`src/rtl/rcv_cmd_if.sv`:
```
// Handshake bundle between rcv_cmd and its UART receiver, UART transmitter and command consumer.
// The master modport is the rcv_cmd side; the slave modport is the surrounding logic.
interface rcv_cmd_if;
    logic        rx_rdy;
    logic [7:0]  rx_data;
    logic        clr_rx_rdy;
    logic [23:0] cmd;
    logic        cmd_rdy;
    logic        clr_cmd_rdy;
    logic        timeout;
    logic        send_resp;
    logic        trmt;
    logic [7:0]  tx_data;
    logic        tx_done;
    logic        resp_sent;

    modport master (
        input  rx_rdy, rx_data, clr_cmd_rdy, send_resp, tx_done,
        output clr_rx_rdy, cmd, cmd_rdy, timeout, trmt, tx_data, resp_sent
    );

    modport slave (
        output rx_rdy, rx_data, clr_cmd_rdy, send_resp, tx_done,
        input  clr_rx_rdy, cmd, cmd_rdy, timeout, trmt, tx_data, resp_sent
    );
endinterface

```
`src/rtl/rcv_cmd.sv`:
```
// Assembles three UART bytes into a 24-bit command with an inter-byte idle timeout,
// and sends a single acknowledge byte on request through an independent response FSM.
module rcv_cmd #(
    parameter int unsigned TO_CYC    = 50000,
    parameter logic [7:0]  RESP_BYTE = 8'h0A
) (
    input  logic           clk,
    input  logic           rst,
    rcv_cmd_if.master      bus
);
    localparam int unsigned CNT_W = (TO_CYC > 1) ? $clog2(TO_CYC) : 1;
    localparam logic [CNT_W-1:0] CNT_MAX = CNT_W'(TO_CYC - 1);

    typedef enum logic [1:0] {HIGH, MID, LOW} rx_state_t;
    typedef enum logic {R_IDLE, R_BUSY} resp_state_t;

    rx_state_t        rx_state, rx_nxt;
    resp_state_t      r_state, r_nxt;
    logic [CNT_W-1:0] cnt, cnt_nxt;
    logic [15:0]      shadow, shadow_nxt;
    logic [23:0]      cmd, cmd_nxt;
    logic             cmd_rdy, cmd_rdy_nxt;
    logic             timeout, timeout_nxt;
    logic             trmt, trmt_nxt;
    logic             resp_sent, resp_sent_nxt;

    assign bus.clr_rx_rdy = bus.rx_rdy & ~rst;
    assign bus.tx_data    = RESP_BYTE;
    assign bus.cmd        = cmd;
    assign bus.cmd_rdy    = cmd_rdy;
    assign bus.timeout    = timeout;
    assign bus.trmt       = trmt;
    assign bus.resp_sent  = resp_sent;

    // NOTE: every signal gets a default before the case so no path leaves it unassigned (no latch).
    always_comb begin
        rx_nxt      = rx_state;
        shadow_nxt  = shadow;
        cnt_nxt     = cnt;
        cmd_nxt     = cmd;
        cmd_rdy_nxt = cmd_rdy & ~bus.clr_cmd_rdy;
        timeout_nxt = 1'b0;
        unique case (rx_state)
            HIGH: begin
                cnt_nxt = '0;
                if (bus.rx_rdy) begin
                    shadow_nxt[15:8] = bus.rx_data;
                    cmd_rdy_nxt      = 1'b0;
                    rx_nxt           = MID;
                end
            end
            MID, LOW: begin
                if (bus.rx_rdy) begin
                    cnt_nxt = '0;
                    if (rx_state == MID) begin
                        shadow_nxt[7:0] = bus.rx_data;
                        rx_nxt          = LOW;
                    end else begin
                        // Set wins over a simultaneous clr_cmd_rdy.
                        cmd_nxt     = {shadow, bus.rx_data};
                        cmd_rdy_nxt = 1'b1;
                        rx_nxt      = HIGH;
                    end
                end else if (cnt == CNT_MAX) begin
                    rx_nxt      = HIGH;
                    shadow_nxt  = '0;
                    cnt_nxt     = '0;
                    timeout_nxt = 1'b1;
                end else begin
                    cnt_nxt = cnt + CNT_W'(1);
                end
            end
            default: rx_nxt = HIGH;
        endcase
    end

    always_comb begin
        r_nxt         = r_state;
        trmt_nxt      = 1'b0;
        resp_sent_nxt = 1'b0;
        unique case (r_state)
            R_IDLE: if (bus.send_resp) begin
                r_nxt    = R_BUSY;
                trmt_nxt = 1'b1;
            end
            R_BUSY: if (bus.tx_done) begin
                r_nxt         = R_IDLE;
                resp_sent_nxt = 1'b1;
            end
            default: r_nxt = R_IDLE;
        endcase
    end

    // NOTE: sequential state uses non-blocking assignments so all registers update from pre-edge values.
    always_ff @(posedge clk) begin
        if (rst) begin
            rx_state  <= HIGH;
            r_state   <= R_IDLE;
            cnt       <= '0;
            shadow    <= '0;
            cmd       <= '0;
            cmd_rdy   <= 1'b0;
            timeout   <= 1'b0;
            trmt      <= 1'b0;
            resp_sent <= 1'b0;
        end else begin
            rx_state  <= rx_nxt;
            r_state   <= r_nxt;
            cnt       <= cnt_nxt;
            shadow    <= shadow_nxt;
            cmd       <= cmd_nxt;
            cmd_rdy   <= cmd_rdy_nxt;
            timeout   <= timeout_nxt;
            trmt      <= trmt_nxt;
            resp_sent <= resp_sent_nxt;
        end
    end
endmodule

```
`src/flat_wrapper.sv`:
```
// flat-port wrapper written by rule: the top's interface ports become plain ports
module rcv_cmd_flat 
#(
    parameter int unsigned TO_CYC    = 50000,
    parameter logic [7:0]  RESP_BYTE = 8'h0A
)
  (clk, rst, bus_rx_rdy, bus_rx_data, bus_clr_cmd_rdy, bus_send_resp, bus_tx_done, bus_clr_rx_rdy, bus_cmd, bus_cmd_rdy, bus_timeout, bus_trmt, bus_tx_data, bus_resp_sent);
  rcv_cmd_if bus_i ();
  input  logic clk;
  input  logic rst;
  input wire logic [$bits(bus_i.rx_rdy)-1:0] bus_rx_rdy;
  input wire logic [$bits(bus_i.rx_data)-1:0] bus_rx_data;
  input wire logic [$bits(bus_i.clr_cmd_rdy)-1:0] bus_clr_cmd_rdy;
  input wire logic [$bits(bus_i.send_resp)-1:0] bus_send_resp;
  input wire logic [$bits(bus_i.tx_done)-1:0] bus_tx_done;
  output wire logic [$bits(bus_i.clr_rx_rdy)-1:0] bus_clr_rx_rdy;
  output wire logic [$bits(bus_i.cmd)-1:0] bus_cmd;
  output wire logic [$bits(bus_i.cmd_rdy)-1:0] bus_cmd_rdy;
  output wire logic [$bits(bus_i.timeout)-1:0] bus_timeout;
  output wire logic [$bits(bus_i.trmt)-1:0] bus_trmt;
  output wire logic [$bits(bus_i.tx_data)-1:0] bus_tx_data;
  output wire logic [$bits(bus_i.resp_sent)-1:0] bus_resp_sent;
  assign bus_i.rx_rdy = bus_rx_rdy;
  assign bus_i.rx_data = bus_rx_data;
  assign bus_i.clr_cmd_rdy = bus_clr_cmd_rdy;
  assign bus_i.send_resp = bus_send_resp;
  assign bus_i.tx_done = bus_tx_done;
  assign bus_clr_rx_rdy = bus_i.clr_rx_rdy;
  assign bus_cmd = bus_i.cmd;
  assign bus_cmd_rdy = bus_i.cmd_rdy;
  assign bus_timeout = bus_i.timeout;
  assign bus_trmt = bus_i.trmt;
  assign bus_tx_data = bus_i.tx_data;
  assign bus_resp_sent = bus_i.resp_sent;
  rcv_cmd #(.TO_CYC(TO_CYC), .RESP_BYTE(RESP_BYTE)) u_core (.clk(clk), .rst(rst), .bus(bus_i));
endmodule
```
`config.mk`:
```
export PLATFORM = sky130hd
export DESIGN_NAME = rcv_cmd_flat
export DESIGN_NICKNAME = d
export VERILOG_FILES = /design/src/rtl/rcv_cmd_if.sv /design/src/rtl/rcv_cmd.sv /design/src/flat_wrapper.sv
export SDC_FILE = /design/constraint.sdc
export NUM_CORES = 1
export LEC_CHECK = 0
export BUFFER_PORTS_ARGS = -buffer_cell sky130_fd_sc_hd__buf_2
export CORE_MARGIN = 1
export CORE_UTILIZATION = 30
export DETAILED_ROUTE_END_ITERATION = 12
export SETUP_SLACK_MARGIN = 0.1
export SLEW_MARGIN = 20
export SYNTH_ARGS = -nofsm -noshare
export SYNTH_HDL_FRONTEND = slang
export SYNTH_SLANG_ARGS = --single-unit
export TNS_END_PERCENT = 20
```
`constraint.sdc`:
```
create_clock -name clk -period 2.15 [get_ports clk]
set_input_delay 0.1075 -clock clk [delete_from_list [all_inputs] [get_ports clk]]
set_output_delay 0.1075 -clock clk [all_outputs]
set_load 0.1 [all_outputs]
```
# Yosys cells after proc, flatten, opt, wreduce, memory -nomap -nowiden
# Cells that the tools add are included.
[totals]
elab_cells = 60
in_bits = 14
ff_bits = 63
out_inout_bits = 37
[classes]
muxes = 23
eq_ne = 8
n_reduce_logical = 11
bitwise_logic = 7
n_addsub = 1
[ops]
columns = ["operator", "count"]
rows = [
  ["2-to-1 mux 16 bit", 3],
  ["2-to-1 mux 8 bit", 4],
  ["one-hot mux 16 bit (2 select lines)", 1],
  ["adder 16 x 1 -> 16 bit (second input constant)", 1],
  ["equality test 16 bit (second input constant)", 1],
  ["one-hot mux 8 bit (2 select lines)", 1],
  ["2-to-1 mux 2 bit", 4],
  ["2-to-1 mux 1 bit", 7],
  ["AND reduction 3 bit", 2],
  ["OR reduction 2 bit", 3],
  ["inverter 1 bit", 5],
  ["!= test 2 x 1 -> 1 bit (second input constant)", 2],
  ["!= test 2 bit (second input constant)", 2],
  ["one-hot mux 1 bit (2 select lines)", 2],
  ["one-hot mux 2 bit (2 select lines)", 1],
  ["AND reduction 4 bit", 1],
  ["nonzero test 2 bit", 2],
  ["!= test 3 x 2 -> 1 bit (second input constant)", 1],
  ["OR reduction 3 bit", 1],
  ["AND 1 bit", 2],
  ["equality test 2 x 1 -> 1 bit (second input constant)", 1],
  ["equality test 2 bit (second input constant)", 1],
  ["logical NOT 2 bit", 1],
  ["AND reduction 2 bit", 1],
]

# Longest topological paths before layout
[logic_depth]
word_depth = 5
depth_mapped = 8
depth_no_buf = 6

# Worst setup path after synthesis
# OpenSTA, ideal clock, no wires.
[synth_timing]
path_type = "reg2reg"
from = "reg u_core.rx_state[0]"
to = "reg u_core.shadow[10]"
n_path_buf = 0
stages_incl_launch_ff = 7
setup_time_ns = 0.117
period_less_slack_ns = 1.878
path_slack_ns = 0.272
arrival_time_ns = 1.761
required_time_ns = 2.033
cell_sequence = "dfxtp_1 -> inv_1 -> ha_1 -> nor2b_1 -> nand2_1 -> o311a_1 -> a22o_1"
[synth_via]
elab_chain_len = 4
word_cells_on_any_way = 10
classes_between = "5 x eq/ne; 1 x mux; 4 x reduce/logical"
[synth_lines]
columns = ["item", "line_no", "rtl"]
rows = [
  ["start: declaration", "rcv_cmd.sv:17", "rx_state_t rx_state, rx_nxt;"],
  ["start signal: assignment", "rcv_cmd.sv:107", "rx_state <= rx_nxt;"],
  ["equality test 2 bit / equality test 2 x 1 -> 1 bit (equally long branches)", "rcv_cmd.sv:43", "unique case (rx_state)"],
  ["OR reduction 2 bit", "rcv_cmd.sv:43", ""],
  ["!= test 2 x 1 -> 1 bit (no source line) (tied with other cells)", "n/a", ""],
  ["AND reduction 4 bit (no source line)", "n/a", ""],
  ["end signal: assignment", "rcv_cmd.sv:110", "shadow <= shadow_nxt;"],
  ["end: declaration", "rcv_cmd.sv:20", "logic [15:0] shadow, shadow_nxt;"],
]
# Parallel ways exist; a longest one is shown, timed or not.
# A chain may end at the register's enable or synchronous reset.

# Worst setup path after layout
[layout_timing]
from = "reg u_core.rx_state[0]"
to = "reg u_core.cnt[15]"
[layout_via]
elab_chain_len = 3
word_cells_on_any_way = 6
classes_between = "2 x eq/ne; 1 x mux; 3 x reduce/logical"
[layout_lines]
columns = ["item", "line_no", "rtl"]
rows = [
  ["equality test 2 bit / equality test 2 x 1 -> 1 bit (equally long branches)", "rcv_cmd.sv:43", ""],
  ["OR reduction 2 bit", "rcv_cmd.sv:43", ""],
  ["one-hot mux 16 bit (2 select lines) / nonzero test 2 bit (equally long branches)", "n/a", ""],
  ["end signal: assignment", "rcv_cmd.sv:109", "cnt <= cnt_nxt;"],
  ["end: declaration", "rcv_cmd.sv:19", "logic [CNT_W-1:0] cnt, cnt_nxt;"],
]
# Parallel ways exist; a longest one is shown, timed or not.

==> metrics <==
status completed; adder-cell share of the synthesized area 1.95%; routed length per instance 12.6 um; main combinational cell family by area after synthesis simple AND/OR/NAND/NOR gates; CP Depth 5; Inserted Clock Buffers 9; Mapped Area 2570 sq um; Hold Path Depth 3; synth cell count leaders nand2_1 (67), dfxtp_1 (63), a21oi_1 (41); Post-synth EDFFs 0; Critical Path End Type flop; initial antenna violation count 0; Avg Cell Area, Syn 8.46 sq um; worst slack at placement around 0.21 ns; R2R depth 5; P&R area growth vs syn 20.7%; PD cells 851 nW/um^2; Max Cap Viol 0; root buffer selected by CTS clkbuf_8; DR vias 2183; Overall Global Routing Usage between 10% and 20%; setup TNS 0 ns; Static Leak 0.00121 uW; slowest CP cell or4_4; RR Startpoint u_core.rx_state[0]$_SDFFE_PP0P_; Synth Area in Compound Gates 17.0%; htree depth 3; largest net degree at the start of global routing 29; fraction of layout cells with a size suffix above 1 20.9%; die area 8950 sq um; reg-to-reg slack, setup 0.23 ns; first-pass GRT wire length approximately 9.4 mm; post-synthesis mux area share 0%; clk sinks between 60 and 70; Iteration-0 DRC Markers 99; worst path cell trace ha_1, nand4b_4, or4_4, or3_1, a21oi_1; nature of the critical path startpoint flop; Skew-Pair Late Insertion Delay 0.35 ns; fin worst setup slack about 0.23 ns; die height 94.6 um; Synth top area share 49.0%; Yosys cell types 39; leading area contributor after synthesis dfxtp_1; Synth Flop Type dfxtp_1; Hold Startpoint bus_send_resp; Longest Clk Path Bufs 2; clock skew 0.0139 ns; Max-slew headroom 65.3%; count of input and output buffers 42; DR DRC count 0; Die W 94.6 um; cts hold-fix bufs 0; async set-reset flop share out of synthesis 0%; Worst Hold Class input port to flop; Vias/cell roughly 4.8; Slew @ Worst Pin 0.521 ns; CP Data Arrival Time 2.20 ns; Layout Nets 367; WL final ~5.8 mm; critical path class flop to flop; hpwl dp about 4 mm; post-synthesis sequential area ratio 49.0%; diodes inserted 0; fmax 521 MHz; final worst-path cycle share between 80% and 90%; Yosys Warn Count 0; Synth Area in XOR/XNOR 2.38%; crit path time final 1.92 ns; initial core utilization 31.2%; simple-gate share of the synthesized area between 20% and 30%; family with the most delay on the worst path simple AND/OR/NAND/NOR gates; Hold Fails Final Rpt 0; Buf/Inv on CP 0; Synth Register Bits 63; Core Footprint roughly 8300 sq um; post-CTS setup buffer count 0; Critical Path Max Stage Delay 0.59 ns; maximum fanout along the worst path 6; RSZ-0062 raised after global routing no; Site Rows 33; I/O pins 51; vias in the first global route approximately 1900; CTS tree built; Clock transition at path regs 0.07 ns; number of cells produced by synthesis 304; routability cong. 0.743; largest cells by area after synthesis dfxtp_1 (49%), nand2_1 (9.8%), a21oi_1 (8.0%), a22o_1 (2.7%), nor2_1 (2.6%); ANT nets after route 0; TritonRoute pass-1 iters 4; Reg2Reg Capture Point u_core.cnt[15]$_SDFFE_PP0N_; grt ovf 0; most common cell in the netlist nand2_1; Final Max Tran Viols 0; Worst Hold End u_core.bus.trmt$_SDFF_PP0_; Setup-failing EPs final 0; # resized after CTS 0; Required @ worst endpoint about 2.4 ns; worst vdd ir 287 uV
cell usage in the layout (no fill, tap or decap), types with 8 or more instances in the layout:
master	netlist	final
nor2_1	18	17
clkbuf_8	0	11
a21oi_1	41	41
dfxtp_1	63	63
conb_1	2	8
a22o_1	8	8
buf_2	0	42
inv_1	10	10
o211ai_1	8	8
nand2_1	67	67
worst max path at each step:
stage	startpoint	endpoint	slack, ns
floorplan	u_core.rx_state[0]$_SDFFE_PP0P_	u_core.shadow[10]$_SDFFE_PP0P_	0.27
global placement	u_core.rx_state[0]$_SDFFE_PP0P_	u_core.cnt[15]$_SDFFE_PP0N_	0.28
detailed placement	u_core.rx_state[0]$_SDFFE_PP0P_	u_core.shadow[14]$_SDFFE_PP0P_	0.21
CTS	u_core.rx_state[0]$_SDFFE_PP0P_	u_core.shadow[10]$_SDFFE_PP0P_	0.19
global route	u_core.rx_state[0]$_SDFFE_PP0P_	u_core.shadow[10]$_SDFFE_PP0P_	0.14
finish	u_core.rx_state[0]$_SDFFE_PP0P_	u_core.cnt[15]$_SDFFE_PP0N_	0.23
state kept, by name (all words and copies together) (netlist names):
register and count:
u_core.bus.cmd 24, u_core.bus.cmd_rdy 1, u_core.bus.resp_sent 1, u_core.bus.timeout 1, u_core.bus.trmt 1, u_core.cnt 16, u_core.r_state 1, u_core.rx_state 2
u_core.shadow 16
cell families after synthesis:
family	after synthesis
AO/OA/AOI/OAI	72
flip-flops	63
AND/OR/NAND/NOR	125
other	2
XOR/XNOR	7
buffers and inverters	31
adder cells (fa/ha/maj)	4
metal layers:
metal / wire length [um] / GRT usage [%] / up-vias / part of all wire (%)
li1: - / - / 1131 / -
met1: 2990 / 19.2 / 1004 / 51
met2: 2520 / 19.4 / 41 / 43
met3: 202 / 3.06 / 7 / 3.5
met4: 97 / 6.44 / 0 / 1.7
met5: 0 / 0 / - / 0
worst min-delay path, stage by stage:
cell and delay [ns]:
buf_2 0.07, nand2b_1 0.06, nor2_1 0.08
final cells by class:
type / count / area (sq um)
fill: 872 / 5150
inverter: 10 / 37.5
clock buffer: 11 / 151
sequential: 63 / 1260
tap: 105 / 131
clock inverter: 5 / 63.8
multi-input combinational: 216 / 1200
timing repair buffer: 49 / 263
per-stage QoR:
stage	area (sq um)	power, uW	hold slack, ns	utilization [%]	cells
2_1_floorplan	2590	1510	0.240	-	310
3_3_place_gp	2880	1560	0.359	34.9	443
3_5_place_dp	2880	1560	0.375	34.9	443
4_1_cts	3100	2660	0.00831	37.5	459
5_1_grt	3110	2750	0.0106	37.6	459
6_report	3110	2640	0.0146	37.6	459
report_power, final:
part | switching [uW] | internal, uW
clock network | 494 | 608
registers | 18.5 | 1200
logic | 258 | 64.5
total | 770 | 1870
(Power assumes the default switching activity.)
